### src/rtl/halfbridge_timing_generator.sv
// rtl/halfbridge_timing_generator.sv - half-bridge period counter and dead-time edge-tick generator
// Optional duty_clamped output guarded by HALFBRIDGE_CLAMP_FLAG_EN.
module halfbridge_timing_generator #(
  parameter int bitwidth       = 10,
  parameter int default_period = 1000
) (
  input  logic                clock,
  input  logic                reset,
  input  logic                run,
  input  logic                load,
  input  logic [bitwidth-1:0] period_in,
  input  logic [bitwidth-1:0] duty_in,
  input  logic [bitwidth-1:0] deadtime_in,
  output logic                busy,
  output logic                update_ack,
  output logic                update_error,
  output logic [bitwidth-1:0] counter_value,
  output logic [bitwidth-1:0] hs_rising_tick,
  output logic [bitwidth-1:0] hs_falling_tick,
  output logic [bitwidth-1:0] ls_rising_tick,
  output logic [bitwidth-1:0] ls_falling_tick
`ifdef HALFBRIDGE_CLAMP_FLAG_EN
  ,output logic               duty_clamped
`endif
);

  localparam logic [bitwidth-1:0] reset_period = bitwidth'(default_period);
  localparam logic [bitwidth-1:0] one_tick     = bitwidth'(1);
  localparam logic [bitwidth:0]   one_ext      = (bitwidth + 1)'(1);
  localparam logic [bitwidth:0]   three_ext    = (bitwidth + 1)'(3);

  typedef enum logic [1:0] {IDLE, CHECK, PENDING} state_t;

  state_t state, next_state;

  logic [bitwidth-1:0] period_r;
  logic [bitwidth-1:0] req_period, req_duty, req_deadtime;
  logic [bitwidth-1:0] sh_period, sh_hs_rising, sh_hs_falling, sh_ls_rising;
  logic                sh_clamped;
  logic                clamped_r;

  logic capture, commit, apply, wrap;

  logic [bitwidth:0] dt_ext, two_dt1, per_ext, duty_ext, dmax, d_ext;
  logic [bitwidth:0] hs_falling_ext, ls_rising_ext;
  logic              reject, clamp_flag;

  assign wrap = run && (counter_value == period_r - one_tick);

  // Clamp arithmetic is one bit wider so 2*dt+1 never wraps.
  always_comb begin
    dt_ext         = (req_deadtime == '0) ? one_ext : {1'b0, req_deadtime};
    two_dt1        = (dt_ext << 1) + one_ext;
    per_ext        = {1'b0, req_period};
    duty_ext       = {1'b0, req_duty};
    reject         = (per_ext < three_ext) || (two_dt1 > per_ext);
    dmax           = per_ext - two_dt1;
    d_ext          = (duty_ext > dmax) ? dmax : duty_ext;
    hs_falling_ext = dt_ext + d_ext;
    ls_rising_ext  = (dt_ext << 1) + d_ext;
    clamp_flag     = (duty_ext > dmax) || (req_deadtime == '0);
  end

  always_ff @(posedge clock) begin
    if (reset) state <= IDLE;
    else       state <= next_state;
  end

  always_comb begin
    next_state   = state;
    capture      = 1'b0;
    commit       = 1'b0;
    apply        = 1'b0;
    update_error = 1'b0;
    case (state)
      IDLE: begin
        if (load) begin
          capture    = 1'b1;
          next_state = CHECK;
        end
      end
      CHECK: begin
        if (reject) begin
          update_error = 1'b1;
          next_state   = IDLE;
        end else begin
          commit     = 1'b1;
          next_state = PENDING;
        end
      end
      PENDING: begin
        // Stopped counter has no wrap to wait for, so apply immediately.
        if (!run || wrap) begin
          apply      = 1'b1;
          next_state = IDLE;
        end
      end
      default: next_state = IDLE;
    endcase
  end

  assign busy = (state != IDLE);

  always_ff @(posedge clock) begin
    if (reset) begin
      req_period    <= '0;
      req_duty      <= '0;
      req_deadtime  <= '0;
      sh_period     <= reset_period;
      sh_hs_rising  <= '0;
      sh_hs_falling <= '0;
      sh_ls_rising  <= '0;
      sh_clamped    <= 1'b0;
    end else begin
      if (capture) begin
        req_period   <= period_in;
        req_duty     <= duty_in;
        req_deadtime <= deadtime_in;
      end
      if (commit) begin
        sh_period     <= req_period;
        sh_hs_rising  <= dt_ext[bitwidth-1:0];
        sh_hs_falling <= hs_falling_ext[bitwidth-1:0];
        sh_ls_rising  <= ls_rising_ext[bitwidth-1:0];
        sh_clamped    <= clamp_flag;
      end
    end
  end

  // Period, ticks and counter wrap all switch on the same edge.
  always_ff @(posedge clock) begin
    if (reset) begin
      counter_value   <= '0;
      period_r        <= reset_period;
      hs_rising_tick  <= '0;
      hs_falling_tick <= '0;
      ls_rising_tick  <= '0;
      clamped_r       <= 1'b0;
      update_ack      <= 1'b0;
    end else begin
      update_ack <= apply;
      if (!run || wrap) counter_value <= '0;
      else              counter_value <= counter_value + one_tick;
      if (apply) begin
        period_r        <= sh_period;
        hs_rising_tick  <= sh_hs_rising;
        hs_falling_tick <= sh_hs_falling;
        ls_rising_tick  <= sh_ls_rising;
        clamped_r       <= sh_clamped;
      end
    end
  end

  assign ls_falling_tick = '0;

`ifdef HALFBRIDGE_CLAMP_FLAG_EN
  assign duty_clamped = clamped_r;
`else
  logic unused_clamp;
  assign unused_clamp = clamped_r;
`endif

endmodule

### config.mk
export PLATFORM = sky130hd
export DESIGN_NAME = halfbridge_timing_generator
export DESIGN_NICKNAME = d
export VERILOG_FILES = /design/src/rtl/halfbridge_timing_generator.sv
export SDC_FILE = /design/constraint.sdc
export NUM_CORES = 1
export LEC_CHECK = 0
export CORE_ASPECT_RATIO = 0.5
export CORE_MARGIN = 3
export CORE_UTILIZATION = 45
export DETAILED_ROUTE_END_ITERATION = 10
export PLACE_DENSITY = 0.72
export SLEW_MARGIN = 5
export SYNTH_ARGS = -nofsm -noshare
export SYNTH_HDL_FRONTEND = slang
export SYNTH_SLANG_ARGS = --single-unit
### constraint.sdc
create_clock -name clock -period 10.11 [get_ports clock]
set_input_delay 1.011 -clock clock [delete_from_list [all_inputs] [get_ports clock]]
set_output_delay 1.011 -clock clock [all_outputs]
set_load 0.02 [all_outputs]
# --- After elaboration in Yosys (flattened, before gate mapping) ---
# Index checks and enable logic that the tools add are counted.
# Widths: inputs -> output; s select.
totals:
  reg_bits: 123
op_classes:
  addsub: 6
  order_cmp: 3
  eq_ne: 5
  mux: 14
  n_reduce_logical: 9
op_table:
  columns: ["operator", "n"]
  rows:
  - ["$add 10x10->10", 2]
  - ["$mux 10", 2]
  - ["$add 11x1->11 const B", 1]
  - ["$gt 10x11->1", 1]
  - ["$gt 11x10->1", 1]
  - ["$sub 10x11->11", 1]
  - ["$add 10x1->10 const B", 1]
  - ["$eq 10x10->1", 1]
  - ["$logic_not 10->1", 1]
  - ["$lt 10x2->1 const B", 1]
  - ["$sub 10x1->10 const B", 1]
  - ["$mux 1", 8]
  - ["$mux 2", 3]
  - ["$pmux 2 s3", 1]
  - ["$ne 2x2->1 const B", 2]
  - ["$eq 2x1->1 const B", 1]
  - ["$eq 2x2->1 const B", 1]
  - ["$logic_not 2->1", 1]
  - ["$logic_or 1x1->1", 2]
  - ["$reduce_and 2->1", 1]
  - ["$reduce_bool 2->1", 1]
  - ["$reduce_or 2->1", 1]
  - ["$logic_and 1x1->1", 1]
  - ["$logic_not 1->1", 1]

# --- Logic depth before layout (Yosys ltp) ---
# Gate-level depths: netlist of the first run.
depth:
  depth_word: 7
  ltp_mapped: 24
  ltp_nobuf: 24

# --- Worst setup path before layout of the first run ---
# OpenSTA, ideal clock, no wires.
synth_timing:
  kind: "register to register"
  startpoint: "reg req_deadtime[5]"
  endpoint: "reg sh_ls_rising[9]"
  setup_ns: 0.095
  arrival_ns: 5.162
  t_required_ns: 10.015
  slack_ns: 4.852
  path_stages_with_launch: 24
  n_path_buf: 0
  synth_period_minus_slack_ns: 5.258
  path_cell_list: "dfxtp_1 nor4_1 a41oi_1 fa_1 a21oi_1 o211ai_1 a31oi_1 xor2_1 ha_1 a2111oi_0 o21ai_0 o211ai_1 nor2_1 mux2_2 ha_1 inv_1 fa_1 nor2b_1 o21ai_0 a21oi_1 o41ai_1 xnor2_1 or3_1 o311ai_1"
synth_between:
  elab_chain_len: 7
  word_cells_on_any_way: 11
  cone_classes: "add/sub (3); order compare (2); mux (4); reduce/logical (2)"
synth_lines:
  columns: ["element", "line_no", "rtl"]
  rows:
  - ["from (decl)", "37", "logic [bitwidth-1:0] req_period, req_duty, req_deadtime;"]
  - ["from (signal assigned)", "118", "req_deadtime <= deadtime_in;"]
  - ["$logic_not 10->1", null, null]
  - ["$mux 10 *", "52", "dt_ext = (req_deadtime == '0) ? one_ext : {1'b0, req_deadtime};"]
  - ["$add 11x1->11", "53", "two_dt1 = (dt_ext << 1) + one_ext;"]
  - ["$sub 10x11->11 or $gt 11x10->1 (tied branches)", "57, 56", null]
  - ["$gt 10x11->1 or $logic_or 1x1->1 (tied branches)", null, null]
  - ["$mux 10 or $mux 1 (tied branches)", "58, 83", null]
  - ["$add 10x10->10 or $mux 1 (tied branches)", "60, 75", null]
  - ["to (signal assigned)", "124", "sh_ls_rising <= ls_rising_ext[bitwidth-1:0];"]
  - ["to (decl)", "38", "logic [bitwidth-1:0] sh_period, sh_hs_rising, sh_hs_falling, sh_ls_rising;"]
# Mark *: on every way between the ends. The rest lies on a longest branch, timed or not.
# A chain may end at the register's enable or synchronous reset.

# --- Worst setup path in the final report of the first run ---
layout_timing:
  startpoint: "reg req_deadtime[5]"
  endpoint: "reg sh_hs_falling[9]"
layout_between:
  elab_chain_len: 7
  word_cells_on_any_way: 11
  cone_classes: "add/sub (3); order compare (2); mux (4); reduce/logical (2)"
layout_lines:
  columns: ["element", "line_no", "rtl"]
  rows:
  - ["$logic_not 10->1", null, null]
  - ["$mux 10 *", "52", null]
  - ["$add 11x1->11", "53", null]
  - ["$sub 10x11->11 or $gt 11x10->1 (tied branches)", "57, 56", null]
  - ["$gt 10x11->1 or $logic_or 1x1->1 (tied branches)", null, null]
  - ["$mux 10 or $mux 1 (tied branches)", "58, 83", null]
  - ["$add 10x10->10 or $mux 1 (tied branches)", "59, 75", null]
  - ["to (signal assigned)", "123", "sh_hs_falling <= hs_falling_ext[bitwidth-1:0];"]
  - ["to (decl)", "38", null]
# Marks and branches as above.

==> results of run 1 <==
## power groups by stage
| stage | logic [mW] | clock network [mW] | registers (mW) |
|---|---|---|---|
| floorplan | 0.147 | 0 | 0.518 |
| global placement | 0.197 | 0 | 0.526 |
| detailed placement | 0.200 | 0 | 0.526 |
| CTS | 0.201 | 0.584 | 0.516 |
| global route | 0.225 | 0.608 | 0.518 |
| finish | 0.203 | 0.579 | 0.516 |
## final cells by class
class	instances	area (um^2)	area share, %
Tap cell	192	240	3.09
Sequential cell	123	2460	31.7
Clock buffer	19	443	5.70
Multi-Input combinational cell	598	3610	46.5
Clock inverter	13	116	1.50
Timing Repair Buffer	81	793	10.2
Inverter	27	101	1.30
## worst min-delay path by stage
stage	start	to	slack, ps	cells past startpoint
floorplan	sh_hs_rising[9]$_SDFFE_PP0P_	sh_hs_rising[9]$_SDFFE_PP0P_	420	2
global placement	sh_hs_rising[9]$_SDFFE_PP0P_	sh_hs_rising[9]$_SDFFE_PP0P_	430	2
detailed placement	sh_hs_rising[9]$_SDFFE_PP0P_	sh_hs_rising[9]$_SDFFE_PP0P_	440	2
CTS	sh_hs_rising[9]$_SDFFE_PP0P_	sh_hs_rising[9]$_SDFFE_PP0P_	450	2
global route	sh_hs_rising[9]$_SDFFE_PP0P_	sh_hs_rising[9]$_SDFFE_PP0P_	460	2
finish	sh_hs_rising[9]$_SDFFE_PP0P_	sh_hs_rising[9]$_SDFFE_PP0P_	440	2
## cells in the final DEF, fill, tap and decap left out, types with 5 or more instances in the layout
master,n
inv_1,26
buf_4,5
xnor2_1,29
ha_1,40
xor2_1,11
mux2i_1,44
nand2_1,206
dfxtp_1,123
conb_1,10
or3_1,5
a211oi_1,6
clkbuf_16,17
o21ai_0,21
nor3_1,10
o31ai_1,9
nand4_1,6
o21a_1,5
clkdlybuf4s50_1,75
a21oi_1,77
nand3_1,13
a21o_1,7
nor2_1,49
## critical path: cells and delay by family (launching register included)
kind / cells / cell delay, ps
mux: 1 / 380
flops: 1 / 370
simple gates: 2 / 570
fa+ha+maj: 3 / 1060
compound gates: 14 / 3950
xor+xnor: 1 / 220
## cell families after synthesis
logic type / Yosys count
muxes: 45
AOI/OAI and AO/OA: 149
adders and majority gates: 43
xor gates and xnor gates: 40
other: 1
and+or+nand+nor: 311
buffers and inverters: 83
DFF: 123
## per-stage QoR
stage,setup WS [ps],instance area [um^2],util (%),hold slack (ps),power (mW)
detailed placement,3700,7210,52.3,441,0.726
global placement,3900,7210,52.3,430,0.722
CTS,3610,7770,56.4,446,1.30
global route,2880,7770,56.4,460,1.35
floorplan,4850,6470,-,417,0.665
finish,3470,7770,56.4,442,1.30
## layer usage
metal | wire (um) | vias up | share of wire (%) | track usage [%]
met1 | 8540 | 2581 | 51 | 30.9
li1 | - | 2771 | - | -
met2 | 6930 | 168 | 42 | 30.1
met3 | 1070 | 16 | 6.4 | 5.25
met4 | 146 | 0 | 0.88 | 5.24
met5 | 0 | - | 0 | 0
==> impl_metrics.toml, run 1 <==
[global_routing]
grt_max_degree = 78
overflow = 0
grtUsageTotal_pct = 20.9
grt_pass1_wl_um = 26700
grt_antenna_before_repair = 0
grt_pass1_vias = 5095

[clock_tree]
h-tree-depth = 4
clock_tree.root_cell = "clkbuf_16"
clk_path_buf_depth = 2
clk_pin_slew_ps = 60
cts_buffers = 17
postCtsSetupBuffers = 0
cts_tree = "yes"
ctsResizeCount = 0
clkSinkCount = 123
clock_latency_ps = 410
holdBufCountCts = 0

[cells_and_area]
nFillCells = 1296
n_antenna_cell = 0
drive_above_1_share_pct = 5.57
area_delta_synth_final_pct = 20.7
nNetsFinal = 925
finalNonFillerCells = 1053

[yosys]
avgSynthCellArea_um2 = 8.10
synth_top_family_by_area = "simple AND/OR/NAND/NOR gates"
synthMostInstantiatedCell = "nand2_1"
synthMuxAreaShare_pct = 7.02
synth.distinct_cells = 50
synth_compound_area_share_pct = 14.1
synth_xor_area_share_pct = 5.44
synth_top_area_share_pct = 38.3
synth_edf_count = 0
yosys.area_share.adder_pct = 8.71
ys_ff_latch = 123
yosysSeqAreaShare_pct = 38.3
synthSimpleGateAreaFrac_pct = 20.1
ys.flop_type = "dfxtp_1"
synth_area_leaders = "dfxtp_1 (38%), nand2_1 (12%), ha_1 (7.8%)"
synthArstFlopShare_pct = 0
synthTopCellsByCount = "nand2_1 (206), dfxtp_1 (123), a21oi_1 (77), nor2_1 (49), mux2i_1 (44)"
synthesis.area_mm2 = 0.00644
syn_inst = 795
synth_top_cell_by_area = "dfxtp_1"
yosys_warnings = 0

[route]
drc = 1
drt.antenna.violating_nets = 0
routed_wl_um = 16700
via_per_inst = 5.26
wl_per_cell_um = 15.8
first_iter_violations = 453
drt-pass1-iter-count = 9
vias = 5536

[timing]
max_freq_ghz = 0.151
fin_crit_sh_pct = 65.6
tns_ps = 0
tightest_slew_ps = 1200
fin_skew_ps = 13.4
post-route-min-period_ps = 6640
hold_viol = 0
rsz0062_at_grt = "false"
slew_viol_final = 0
setup_violations = 0
relSlewSlack_pct = 19.9

[placed_design]
dp_cells = 1021
hpwl_um = 12100
gp_congestion = 0.917
port_buffers = 76

[power]
total_switching_power_uw = 373
vdd_drop_max_uv = 102
internal-power_uw = 925
p_seq_share_pct = 39.8
clockPowerShare_pct = 44.6
combPwrFrac_pct = 15.6
p_leak_nw = 2.89
power.density_mw_per_mm2 = 167
p_sw_share_pct = 28.8

[floorplan]
ios = 87
die_area_mm2 = 0.0159
core.rowCount = 30
core-area_mm2 = 0.0138
die_w_um = 175
fp.dieH_um = 90.6
start_util_pct = 46.7

[worst_setup_path]
slowest_delay_ps = 790
path_class = "reg2reg"
r2r_end = "sh_hs_falling[9]$_SDFFE_PP0P_"
endpoint_kind = "register"
cp.arrival_ps = 6970
worstPathRequired_ps = 10440
critPathMostFrequentCell = "o21ai_0"
cp_max_fo = 15
startpoint_type = "register"
r2r_slack_ps = 3470
rr_worst_depth = 21
crit_chain = "nor4_1 > a41oi_1 > fa_1 > a21oi_1 > o211ai_1 > a31oi_1 > xor2_1 > ha_1 > a2111oi_0 > o21ai_0 > o211ai_1 > nor2_1 > mux2_2 > ha_1 > a21o_1 > a21oi_1 > o21ai_0 > o41ai_1 > o21a_1 > o21ai_0 > a31oi_1"
critical_path.startpoint = "req_deadtime[5]$_SDFFE_PP0P_"
endpoint = "sh_hs_falling[9]$_SDFFE_PP0P_"
r2r-start = "req_deadtime[5]$_SDFFE_PP0P_"
critPathSlowestCell = "o211ai_1"

[job]
drv_cap = 0

[outcome]
outcome = "complete, but fails checks"
violations = "design-rule violations"

[hold_path]
hold_path_class = "reg2reg"
Note: power is estimated with default switching activity, not from simulation.
==> run 2: changes to the inputs <==
- clock period: 10.11 -> 6.68 ns (I/O delays scaled with it)
==> impl_metrics.toml, run 2 (synthesis results as in run 1) <==
[timing]
tns_ps = 0
setup_violations = 0
post-route-min-period_ps = 5720
relSlewSlack_pct = 31.0
slew_viol_final = 0
max_freq_ghz = 0.175
rsz0062_at_grt = "false"
hold_ws_ps = 449
fin_crit_sh_pct = 85.6
hold_viol = 0
fin_skew_ps = 10.8
tightest_slew_ps = 1030

[global_routing]
grt_pass1_wl_um = 26600
grt_antenna_before_repair = 1
grtUsageTotal_pct = 21.0
grt_pass1_vias = 5123
overflow = 0
grt_max_degree = 78

[route]
routed_wl_um = 16200
first_iter_violations = 448
via_per_inst = 5.17
drt-pass1-iter-count = 6
drc = 0
vias = 5458
drt.antenna.violating_nets = 0
wl_per_cell_um = 15.4

[placed_design]
gp_congestion = 0.907
hpwl_um = 11700
dp_cells = 1024
port_buffers = 76

[clock_tree]
holdBufCountCts = 0
postCtsSetupBuffers = 0
h-tree-depth = 4
clk_path_buf_depth = 2
cts_buffers = 17
clock_tree.root_cell = "clkbuf_16"
clock_latency_ps = 410
clkSinkCount = 123
cts_tree = "yes"
ctsResizeCount = 0
clk_pin_slew_ps = 60

[outcome]
outcome = "finished, final reports clean"

[worst_setup_path]
endpoint_kind = "register"
worstPathRequired_ps = 7000
startpoint_type = "register"
rr_worst_depth = 23
path_class = "reg2reg"
path_buf_inv = 1
crit_family = "compound AO/OA/AOI/OAI gates"
cp.arrival_ps = 6040
slowest_delay_ps = 460
critPathSlowestCell = "fa_1"
r2r_slack_ps = 960
crit_chain = "nor4_1 > a41oi_1 > fa_1 > a21oi_1 > o211ai_1 > a31oi_1 > xor2_1 > ha_1 > a2111oi_0 > o21ai_0 > o211ai_1 > nor2_1 > mux2_2 > ha_1 > inv_1 > fa_1 > nor2b_1 > o21ai_0 > a21oi_1 > o41ai_1 > xnor2_1 > or3_1 > o311ai_1"
crit_cells = 23
cp_max_fo = 6

[cells_and_area]
nNetsFinal = 928
final_util_pct = 56.6
layout_common_cells = "nand2_1 (206), dfxtp_1 (123), a21oi_1 (77)"
area_delta_synth_final_pct = 21.0
drive_above_1_share_pct = 5.91
finalNonFillerCells = 1055
n_antenna_cell = 0
final_common_cell = "nand2_1"

[floorplan]
ios = 87
core-area_mm2 = 0.0138
core.rowCount = 30
fp.dieH_um = 90.6
die_area_mm2 = 0.0159
die_w_um = 175
start_util_pct = 46.7

[power]
power.density_mw_per_mm2 = 251
p_leak_nw = 2.90
vdd_drop_max_uv = 169

[job]
drv_cap = 0

[hold_path]
holdPathStages = 2
hold_path_class = "reg2reg"
## run 2: changes by cell type in the layout (fill, tap and decap cells not counted), sizes merged
cell	delta
inv	-2
buf	+3
clkinvlp	-1
clkbuf	-1
clkinv	+3
## run 2: worst paths after layout
path,start,end
max reg2reg,req_deadtime[5]$_SDFFE_PP0P_,sh_ls_rising[9]$_SDFFE_PP0P_
max,req_deadtime[5]$_SDFFE_PP0P_,sh_ls_rising[9]$_SDFFE_PP0P_
min,sh_ls_rising[7]$_SDFFE_PP0P_,ls_rising_tick[7]$_SDFFE_PP0P_
min reg2reg,sh_ls_rising[7]$_SDFFE_PP0P_,ls_rising_tick[7]$_SDFFE_PP0P_
## run 2: through the flow
step | power (mW) | worst slack, ps | instance area, um^2
final | 1.95 | 963 | 7790
after global routing | 2.04 | 385 | 7790
after CTS | 1.96 | 917 | 7790
after detailed placement | 1.10 | 924 | 7230
after global placement | 1.10 | 1140 | 7230
after floorplan | 1.01 | 1420 | 6470
## run 2: area by class of cell
cell class,count,area (um^2)
multi-input combinational,598,3610
sequential,123,2460
clock buffer,18,439
tap,192,240
inverter,27,101
fill,1263,5980
timing repair buffer,84,816
clock inverter,13,120
## run 2: worst min-delay path, delay by kind of cell, from the launching register on
family	cells	cell delay [ps]
DFF	1	300
and+or+nand+nor	1	50
muxes	1	50
## run 2: power breakdown
part	total (mW)	switching [mW]	leakage, nW	internal (mW)
Sequential	0.783	0.0279	0.997	0.755
Combinational	0.306	0.182	1.63	0.123
Clock	0.866	0.345	0.274	0.521
Total	1.95	0.555	2.90	1.40
## run 2: routing by layer
| layer | GRT usage, % | vias up | wire length [um] |
|---|---|---|---|
| li1 | - | 2789 | - |
| met1 | 30.6 | 2486 | 8110 |
| met2 | 30.1 | 169 | 6660 |
| met3 | 5.96 | 14 | 1260 |
| met4 | 5.44 | 0 | 176 |
| met5 | 0 | - | 0 |
